<file path="src/rtl/uart_rx_ctrl.sv">
// ---------------------------------------------------------------------------
// uart_rx_ctrl
//   Receive controller for the UART interface. The asynchronous RX pin is
//   brought into the clk domain through a two-flop synchroniser. A small FSM
//   then samples the start bit at half a bit period, the data bits (LSB first)
//   and the stop bit at the middle of each bit. Each complete byte is handed
//   over through a one-entry valid/ready buffer. Framing errors and overruns
//   are reported as single-cycle pulses.
//
// Parameters
//   CLKS_PER_BIT  clock cycles per bit period (>= 4)
//   DATA_BITS     data bits per frame, LSB first (5..9)
//
// Ports
//   clk          in   clock, all flops on posedge
//   rst_n        in   asynchronous active-low reset
//   rx_i         in   raw RX pin, asynchronous to clk, idles high
//   data_o       out  received byte, stable while valid_o=1
//   valid_o      out  data_o holds an unconsumed byte
//   ready_i      in   consumer takes data_o when valid_o && ready_i
//   frame_err_o  out  1-cycle pulse: stop bit sampled low
//   overrun_o    out  1-cycle pulse: frame completed while buffer full
//   busy_o       out  FSM not in IDLE
// ---------------------------------------------------------------------------
module uart_rx_ctrl #(
  parameter int CLKS_PER_BIT = 868,
  parameter int DATA_BITS    = 8
) (
  input  logic                 clk,
  input  logic                 rst_n,
  input  logic                 rx_i,
  output logic [DATA_BITS-1:0] data_o,
  output logic                 valid_o,
  input  logic                 ready_i,
  output logic                 frame_err_o,
  output logic                 overrun_o,
  output logic                 busy_o
);

  localparam int CNT_W  = $clog2(CLKS_PER_BIT);
  localparam int BIDX_W = $clog2(DATA_BITS + 1);

  // Start bit is re-checked at its middle; data and stop bits one full period later.
  localparam logic [CNT_W-1:0]  HALF_C     = CNT_W'(CLKS_PER_BIT / 2 - 1);
  localparam logic [CNT_W-1:0]  LAST_C     = CNT_W'(CLKS_PER_BIT - 1);
  localparam logic [CNT_W-1:0]  CNT_ZERO   = {CNT_W{1'b0}};
  localparam logic [CNT_W-1:0]  CNT_ONE    = CNT_W'(1);
  localparam logic [BIDX_W-1:0] BIDX_ZERO  = {BIDX_W{1'b0}};
  localparam logic [BIDX_W-1:0] BIDX_ONE   = BIDX_W'(1);
  localparam logic [BIDX_W-1:0] BIDX_LAST  = BIDX_W'(DATA_BITS - 1);

  typedef enum logic [2:0] {
    ST_IDLE      = 3'd0,
    ST_START     = 3'd1,
    ST_DATA      = 3'd2,
    ST_STOP      = 3'd3,
    ST_WAIT_IDLE = 3'd4
  } state_t;

  logic [1:0]           sync_r;
  logic                 rx_s;
  state_t               state_r;
  state_t               state_nxt_s;
  logic [CNT_W-1:0]     cnt_r;
  logic [CNT_W-1:0]     cnt_nxt_s;
  logic [BIDX_W-1:0]    bidx_r;
  logic [BIDX_W-1:0]    bidx_nxt_s;
  logic [DATA_BITS-1:0] shift_r;
  logic [DATA_BITS-1:0] shift_nxt_s;
  logic                 frame_done_s;
  logic                 frame_err_s;

  // Two-flop synchroniser; resets to the idle (high) line level.
  always_ff @(posedge clk or negedge rst_n) begin
    if (!rst_n) begin
      sync_r <= 2'b11;
    end else begin
      sync_r <= {sync_r[0], rx_i};
    end
  end

  assign rx_s = sync_r[1];

  // FSM state, bit-period counter, bit index and shift register.
  always_ff @(posedge clk or negedge rst_n) begin
    if (!rst_n) begin
      state_r <= ST_IDLE;
      cnt_r   <= CNT_ZERO;
      bidx_r  <= BIDX_ZERO;
      shift_r <= {DATA_BITS{1'b0}};
    end else begin
      state_r <= state_nxt_s;
      cnt_r   <= cnt_nxt_s;
      bidx_r  <= bidx_nxt_s;
      shift_r <= shift_nxt_s;
    end
  end

  // Next-state logic; the counter is cleared on every state change.
  always_comb begin
    state_nxt_s  = state_r;
    cnt_nxt_s    = cnt_r + CNT_ONE;
    bidx_nxt_s   = bidx_r;
    shift_nxt_s  = shift_r;
    frame_done_s = 1'b0;
    frame_err_s  = 1'b0;
    case (state_r)
      ST_IDLE: begin
        cnt_nxt_s = CNT_ZERO;
        if (!rx_s) begin
          state_nxt_s = ST_START;
        end else begin
          state_nxt_s = ST_IDLE;
        end
      end
      ST_START: begin
        if (cnt_r == HALF_C) begin
          cnt_nxt_s = CNT_ZERO;
          if (!rx_s) begin
            state_nxt_s = ST_DATA;
            bidx_nxt_s  = BIDX_ZERO;
          end else begin
            // Line went back high before mid start bit: treat as glitch.
            state_nxt_s = ST_IDLE;
          end
        end else begin
          cnt_nxt_s = cnt_r + CNT_ONE;
        end
      end
      ST_DATA: begin
        if (cnt_r == LAST_C) begin
          cnt_nxt_s   = CNT_ZERO;
          shift_nxt_s = {rx_s, shift_r[DATA_BITS-1:1]};
          bidx_nxt_s  = bidx_r + BIDX_ONE;
          if (bidx_r == BIDX_LAST) begin
            state_nxt_s = ST_STOP;
          end else begin
            state_nxt_s = ST_DATA;
          end
        end else begin
          cnt_nxt_s = cnt_r + CNT_ONE;
        end
      end
      ST_STOP: begin
        if (cnt_r == LAST_C) begin
          cnt_nxt_s = CNT_ZERO;
          if (rx_s) begin
            // Return at mid stop bit so a back-to-back start edge is not missed.
            frame_done_s = 1'b1;
            state_nxt_s  = ST_IDLE;
          end else begin
            frame_err_s = 1'b1;
            state_nxt_s = ST_WAIT_IDLE;
          end
        end else begin
          cnt_nxt_s = cnt_r + CNT_ONE;
        end
      end
      ST_WAIT_IDLE: begin
        // Hold here through a break condition until the line is released.
        cnt_nxt_s = CNT_ZERO;
        if (rx_s) begin
          state_nxt_s = ST_IDLE;
        end else begin
          state_nxt_s = ST_WAIT_IDLE;
        end
      end
      default: begin
        state_nxt_s = ST_IDLE;
        cnt_nxt_s   = CNT_ZERO;
        bidx_nxt_s  = BIDX_ZERO;
      end
    endcase
  end

  // One-entry output buffer and registered status pulses.
  always_ff @(posedge clk or negedge rst_n) begin
    if (!rst_n) begin
      data_o      <= {DATA_BITS{1'b0}};
      valid_o     <= 1'b0;
      frame_err_o <= 1'b0;
      overrun_o   <= 1'b0;
    end else begin
      frame_err_o <= frame_err_s;
      overrun_o   <= 1'b0;
      if (frame_done_s) begin
        if (!valid_o || ready_i) begin
          data_o  <= shift_r;
          valid_o <= 1'b1;
        end else begin
          // Buffer still full: keep the old byte, drop the new one.
          overrun_o <= 1'b1;
        end
      end else if (valid_o && ready_i) begin
        valid_o <= 1'b0;
      end else begin
        valid_o <= valid_o;
      end
    end
  end

  assign busy_o = (state_r != ST_IDLE);

endmodule
</file>
<file path="config.mk">
export PLATFORM = sky130hd
export DESIGN_NAME = uart_rx_ctrl
export DESIGN_NICKNAME = d
export VERILOG_FILES = /design/src/rtl/uart_rx_ctrl.sv
export SDC_FILE = /design/constraint.sdc
export NUM_CORES = 1
export LEC_CHECK = 0
export CAP_MARGIN = 0
export CORE_UTILIZATION = 50
export DETAILED_ROUTE_END_ITERATION = 10
export PLACE_DENSITY_LB_ADDON = 0.2
export RECOVER_POWER = 25
export SYNTH_ARGS = -nofsm -noshare
export SYNTH_HDL_FRONTEND = slang
export SYNTH_SLANG_ARGS = --single-unit
</file>
<file path="constraint.sdc">
create_clock -name clk -period 2.45 [get_ports clk]
set_clock_uncertainty 0.05 [all_clocks]
set_input_delay 0.49 -clock clk [delete_from_list [all_inputs] [get_ports clk]]
set_output_delay 0.49 -clock clk [all_outputs]
set_load 0.05 [all_outputs]
</file>
---- Yosys cells after proc, flatten, opt, wreduce, memory -nomap -nowiden ----
Index checks and enable logic that the tools add are counted.
cells by class
  equality and inequality tests ........... 12
  bitwise operators ....................... 1
  multiplexer cells ....................... 26
  add/subtract/negate cells ............... 2
  reductions and logical operators ........ 13
operators by type and width
  kind                     count
  $mux W10                 2
  $pmux W10 S2             1
  $pmux W3 S5              1
  $mux W1                  13
  $mux W3                  4
  $mux W4                  3
  $pmux W4 S3              1
  $add A10 B1 Y10 const B  1
  $eq A10 B10 Y1 const B   1
  $eq A10 B9 Y1 const B    1
  $ne A2 B2 Y1 const B     4
  $eq A3 B2 Y1 const B     2
  $reduce_and A2 Y1        3
  $add A4 B1 Y4 const B    1
  $eq A4 B3 Y1 const B     1
  $reduce_and A4 Y1        1
  $eq A3 B1 Y1 const B     1
  $eq A3 B3 Y1 const B     1
  $logic_not A3 Y1         1
  $reduce_and A3 Y1        1
  $reduce_bool A3 Y1       1
  $reduce_or A3 Y1         1
  $mux W2                  1
  $ne A2 B1 Y1 const B     1
  6 further kinds          6
storage, ports and cells
  input port bits ......................... 4
  logic and storage cells ................. 63
  flip-flop bits (word level) ............. 38
  output and inout port bits .............. 12

---- Longest topological paths before layout ----
  word-level depth ........................ 5
  mapped depth ............................ 6
  depth with buffers taken out ............ 6

---- Worst setup path before layout ----
Ideal clock, no wire load.
  path kind ............................... register to register
  start ................................... reg cnt_r[0]
  end ..................................... reg data_o[0]
  library setup time ...................... 0.125 ns
  period minus slack after synthesis ...... 1.813 ns
  data required time ...................... 2.275 ns
  cell stages (with the launch flop) ...... 7
  setup slack ............................. 0.637 ns
  arrival time ............................ 1.638 ns
  buffers on the path ..................... 1
  cells stage by stage .................... dfrtp_1 > ha_1 > and4b_1 > and3_1 > buf_4 > nand4_4 > mux2_2
between the ends
  cells in the longest elaborated chain, start to end .. 4
ends and longest elaborated chain
  item                         RTL line  RTL
  from (decl)                  64        logic [CNT_W-1:0] cnt_r;
  from (signal assigned)       93        cnt_r <= cnt_nxt_s;
  $eq A10 B10 Y1               145       if (cnt_r == LAST_C) begin
  $mux W1                      145
  $mux W1                      107       case (state_r)
  $reduce_and A2 Y1 (no line)  n/a
  to (signal assigned)         179       data_o <= {DATA_BITS{1'b0}};
  to (signal assigned)         188       data_o <= shift_r;
  to (decl)                    32        output logic [DATA_BITS-1:0] data_o,
Every way passes these cells.
A chain may end at the register's enable or synchronous reset.

---- Worst setup path after layout ----
  start ................................... reg state_r[1]
  end ..................................... out busy_o
between the ends
  cells in the longest elaborated chain, start to end .. 1
ends and longest elaborated chain
  item                    RTL line  RTL
  from (decl)             62        state_t state_r;
  from (signal assigned)  92        state_r <= state_nxt_s;
  $reduce_bool A3 Y1      202       assign busy_o = (state_r != ST_IDLE);
  to (decl)               37        output logic busy_o
Every way passes these cells.

==> flow_summary.json <==
{
  "wl_per_cell_um": 13.9,
  "synthTopCellsByCount": "36 x dfrtp_1, 17 x mux2_2, 16 x nor2_1",
  "routed_wirelength_um": 2830,
  "required_ns": 1.91,
  "synth.distinct_cells": 41,
  "hold_violations": 0,
  "fin_crit_sh": 0.894,
  "placed_cells": 196,
  "cts-buffers-inserted": 5,
  "startpoint": "state_r[1]$_DFFE_PN0P_",
  "syn_avg_cell_area_um2": 12.5,
  "max-vdd-ir-drop_mv": 0.378,
  "r2r-end": "shift_r[6]$_DFFE_PN0P_",
  "ys_warn_count": 0,
  "final_nets": 164,
  "synth_seq_cells": 38,
  "pwr-share-seq": 0.663,
  "drc": 0,
  "status": "complete, but fails checks",
  "track_usage": 0.178,
  "worst_pin_slew_ns": 1.93,
  "finalPower_mw": 0.954,
  "start_util": 0.521,
  "syn_to_final_growth_pct": 13.1,
  "critical_path_arrival_ns": 1.65,
  "p_sw_frac": 0.221,
  "path_depth": 2,
  "hp-class": "register to register",
  "post_cts_resized": 1,
  "first_pass_iters": 4,
  "synth_edf_count": 0,
  "globalplace.congestion": 0.847,
  "critPathTopFamily": "flip-flops",
  "slew_headroom": -0.284,
  "drv_slew": 39,
  "p_leak_nw": 0.892,
  "synth_ff_type": "dfrtp_1",
  "fmax_mhz": 457,
  "utilization": 0.589,
  "synth_area_um2": 1740,
  "netlist_instances": 139,
  "clkLatencyLatePin_ns": 0.34,
  "critPathBufInv": 1,
  "p_int_mw": 0.743,
  "pwr-share-clk": 0.321,
  "synth_area_leader_cell": "dfrtp_1",
  "antenna_left": 0,
  "p_sw_mw": 0.211,
  "synth.area.top_cells": "dfrtp_1 52%, mux2_2 11%, nor2_1 3.5%, dfstp_2 3.0%, xnor2_1 3.0%",
  "drive_gt1_frac": 0.215,
  "grt_max_degree": 39,
  "clk_pin_slew_ns": 0.11,
  "ff2ff_path_depth": 3,
  "dpl.hpwl_um": 2010,
  "synth_fp_nets": 146,
  "overflow": 0,
  "final_cells": 204,
  "rows": 21,
  "worstHoldStart": "sync_r[0]$_DFF_PN1_",
  "htree_num_levels": 2,
  "core_area_um2": 3340,
  "ctsRootBufferMaster": "clkbuf_4",
  "clock_sinks": 38,
  "final.setup.tns_ns": 0,
  "cts_buffer_depth": 2,
  "crit_chain": "or3_1 > dlygate4sd2_1",
  "die_w_um": 61.0,
  "fp.dieH_um": 61.0,
  "p_per_area_nw_per_um2": 485,
  "rsz0062_at_grt": "false",
  "design_area_um2": 1970,
  "cp_max_fo": 11,
  "crit_path_end": "busy_o",
  "tritoncts": "yes",
  "ys_seq_area_frac": 0.548,
  "timing.rr.start": "state_r[1]$_DFFE_PN0P_",
  "drv_cap": 1,
  "dr_total_vias": 1135,
  "io_buffers": 15,
  "antenna_found_initial": 0,
  "dr.first_iter.drc_count": 68,
  "synth.most_common_cell": "dfrtp_1",
  "crit_path_end_kind": "primary output",
  "num_io_pins": 16,
  "reg2reg_setup_slack_ns": 0.33,
  "critPathKind": "register to primary output",
  "vias_per_cell": 5.56,
  "die_area_um2": 3720,
  "combPwrFrac": 0.016,
  "startpoint_type": "register",
  "grt_pass1_vias": 1052,
  "async_reset_ff_frac": 1.00,
  "n_antenna_cell": 0,
  "finalSetupViolations": 0,
  "critPathMaxStageDelay_ns": 0.51,
  "placed_cell_area_um2": 1920,
  "layout_min_cycle_time_ns": 2.19,
  "cts_setup_buffers": 0,
  "synth.top_cell.area_share": 0.518,
  "grt_first_pass_wirelength_um": 4650,
  "hold_buffers": 0,
  "critical_path.slowest_cell": "dfrtp_1",
  "violations": "capacitance limit, slew limit"
}
state kept, by name, summed over array words and instances (netlist names):
name	cells
state_r	3
overrun_o	1
frame_err_o	1
bidx_r	4
cnt_r	10
valid_o	1
shift_r	8
sync_r	2
data_o	8
cells by family (layout without fill, tap and decap cells):
| group | Yosys count | count (layout) | share of synthesized area |
|---|---|---|---|
| mux | 17 | 17 | 0.110 |
| simple gates | 52 | 52 | 0.182 |
| fa+ha+maj | 3 | 3 | 0.0216 |
| buf+inv | 6 | 25 | 0.0180 |
| xor+xnor | 9 | 9 | 0.0453 |
| flops | 38 | 38 | 0.548 |
| compound gates | 14 | 14 | 0.0748 |
layout make-up:
| class | count | area (µm²) |
|---|---|---|
| sequential | 38 | 953 |
| timing repair buffer | 15 | 143 |
| clock inverter | 2 | 10.0 |
| tap | 46 | 57.6 |
| inverter | 2 | 7.51 |
| multi-input combinational | 95 | 754 |
| fill | 288 | 1370 |
| clock buffer | 6 | 41.3 |
power by group through the flow:
| stage | logic (mW) | clock network (mW) | registers, mW |
|---|---|---|---|
| 2_1_floorplan | 0.00124 | 0 | 0.644 |
| 3_3_place_gp | 0.0169 | 0 | 0.645 |
| 3_5_place_dp | 0.0173 | 0 | 0.645 |
| 4_1_cts | 0.0175 | 0.317 | 0.633 |
| 5_1_grt | 0.0185 | 0.353 | 0.633 |
| 6_report | 0.0156 | 0.306 | 0.632 |
per-layer routing:
metal | routed length, µm | global-route usage | vias to the layer above
li1 | - | - | 536
met1 | 1320 | 0.234 | 572
met2 | 1380 | 0.265 | 19
met3 | 79 | 0.0448 | 8
met4 | 49 | 0.110 | 0
met5 | 0 | 0 | -
how the worst min path moves through the flow:
stage	to	slack (ns)	cells past startpoint
global placement	sync_r[1]$_DFF_PN1_	0.30	0
finish	sync_r[1]$_DFF_PN1_	0.31	0
floorplan	bidx_r[0]$_DFFE_PN0P_	0.14	0
detailed placement	sync_r[1]$_DFF_PN1_	0.30	0
CTS	bidx_r[2]$_DFFE_PN0P_	0.20	1
global route	sync_r[1]$_DFF_PN1_	0.33	0
metrics by stage:
step | setup WS [ns] | hold slack (ns)
finish | 0.261 | 0.306
floorplan | 0.637 | 0.144
detailed placement | 0.369 | 0.302
global placement | 0.386 | 0.297
global route | 0.189 | 0.332
CTS | 0.263 | 0.197
placed cells by master (no fill, tap or decap), drive strengths merged, types with 2 or more instances in the layout:
master         instances
dfrtp                 36
mux2                  17
nor2                  16
clkdlybuf4s50         12
nand3                  7
clkbuf                 7
xnor2                  6
nand2                  4
nor3                   4
nor3b                  4
nor2b                  3
xor2                   3
ha                     3
inv                    2
and2                   2
and4b                  2
a41oi                  2
a211o                  2
clkinv                 2
dfstp                  2
nand4                  2
and3                   2
No activity file was read; power rests on OpenSTA's default activity.
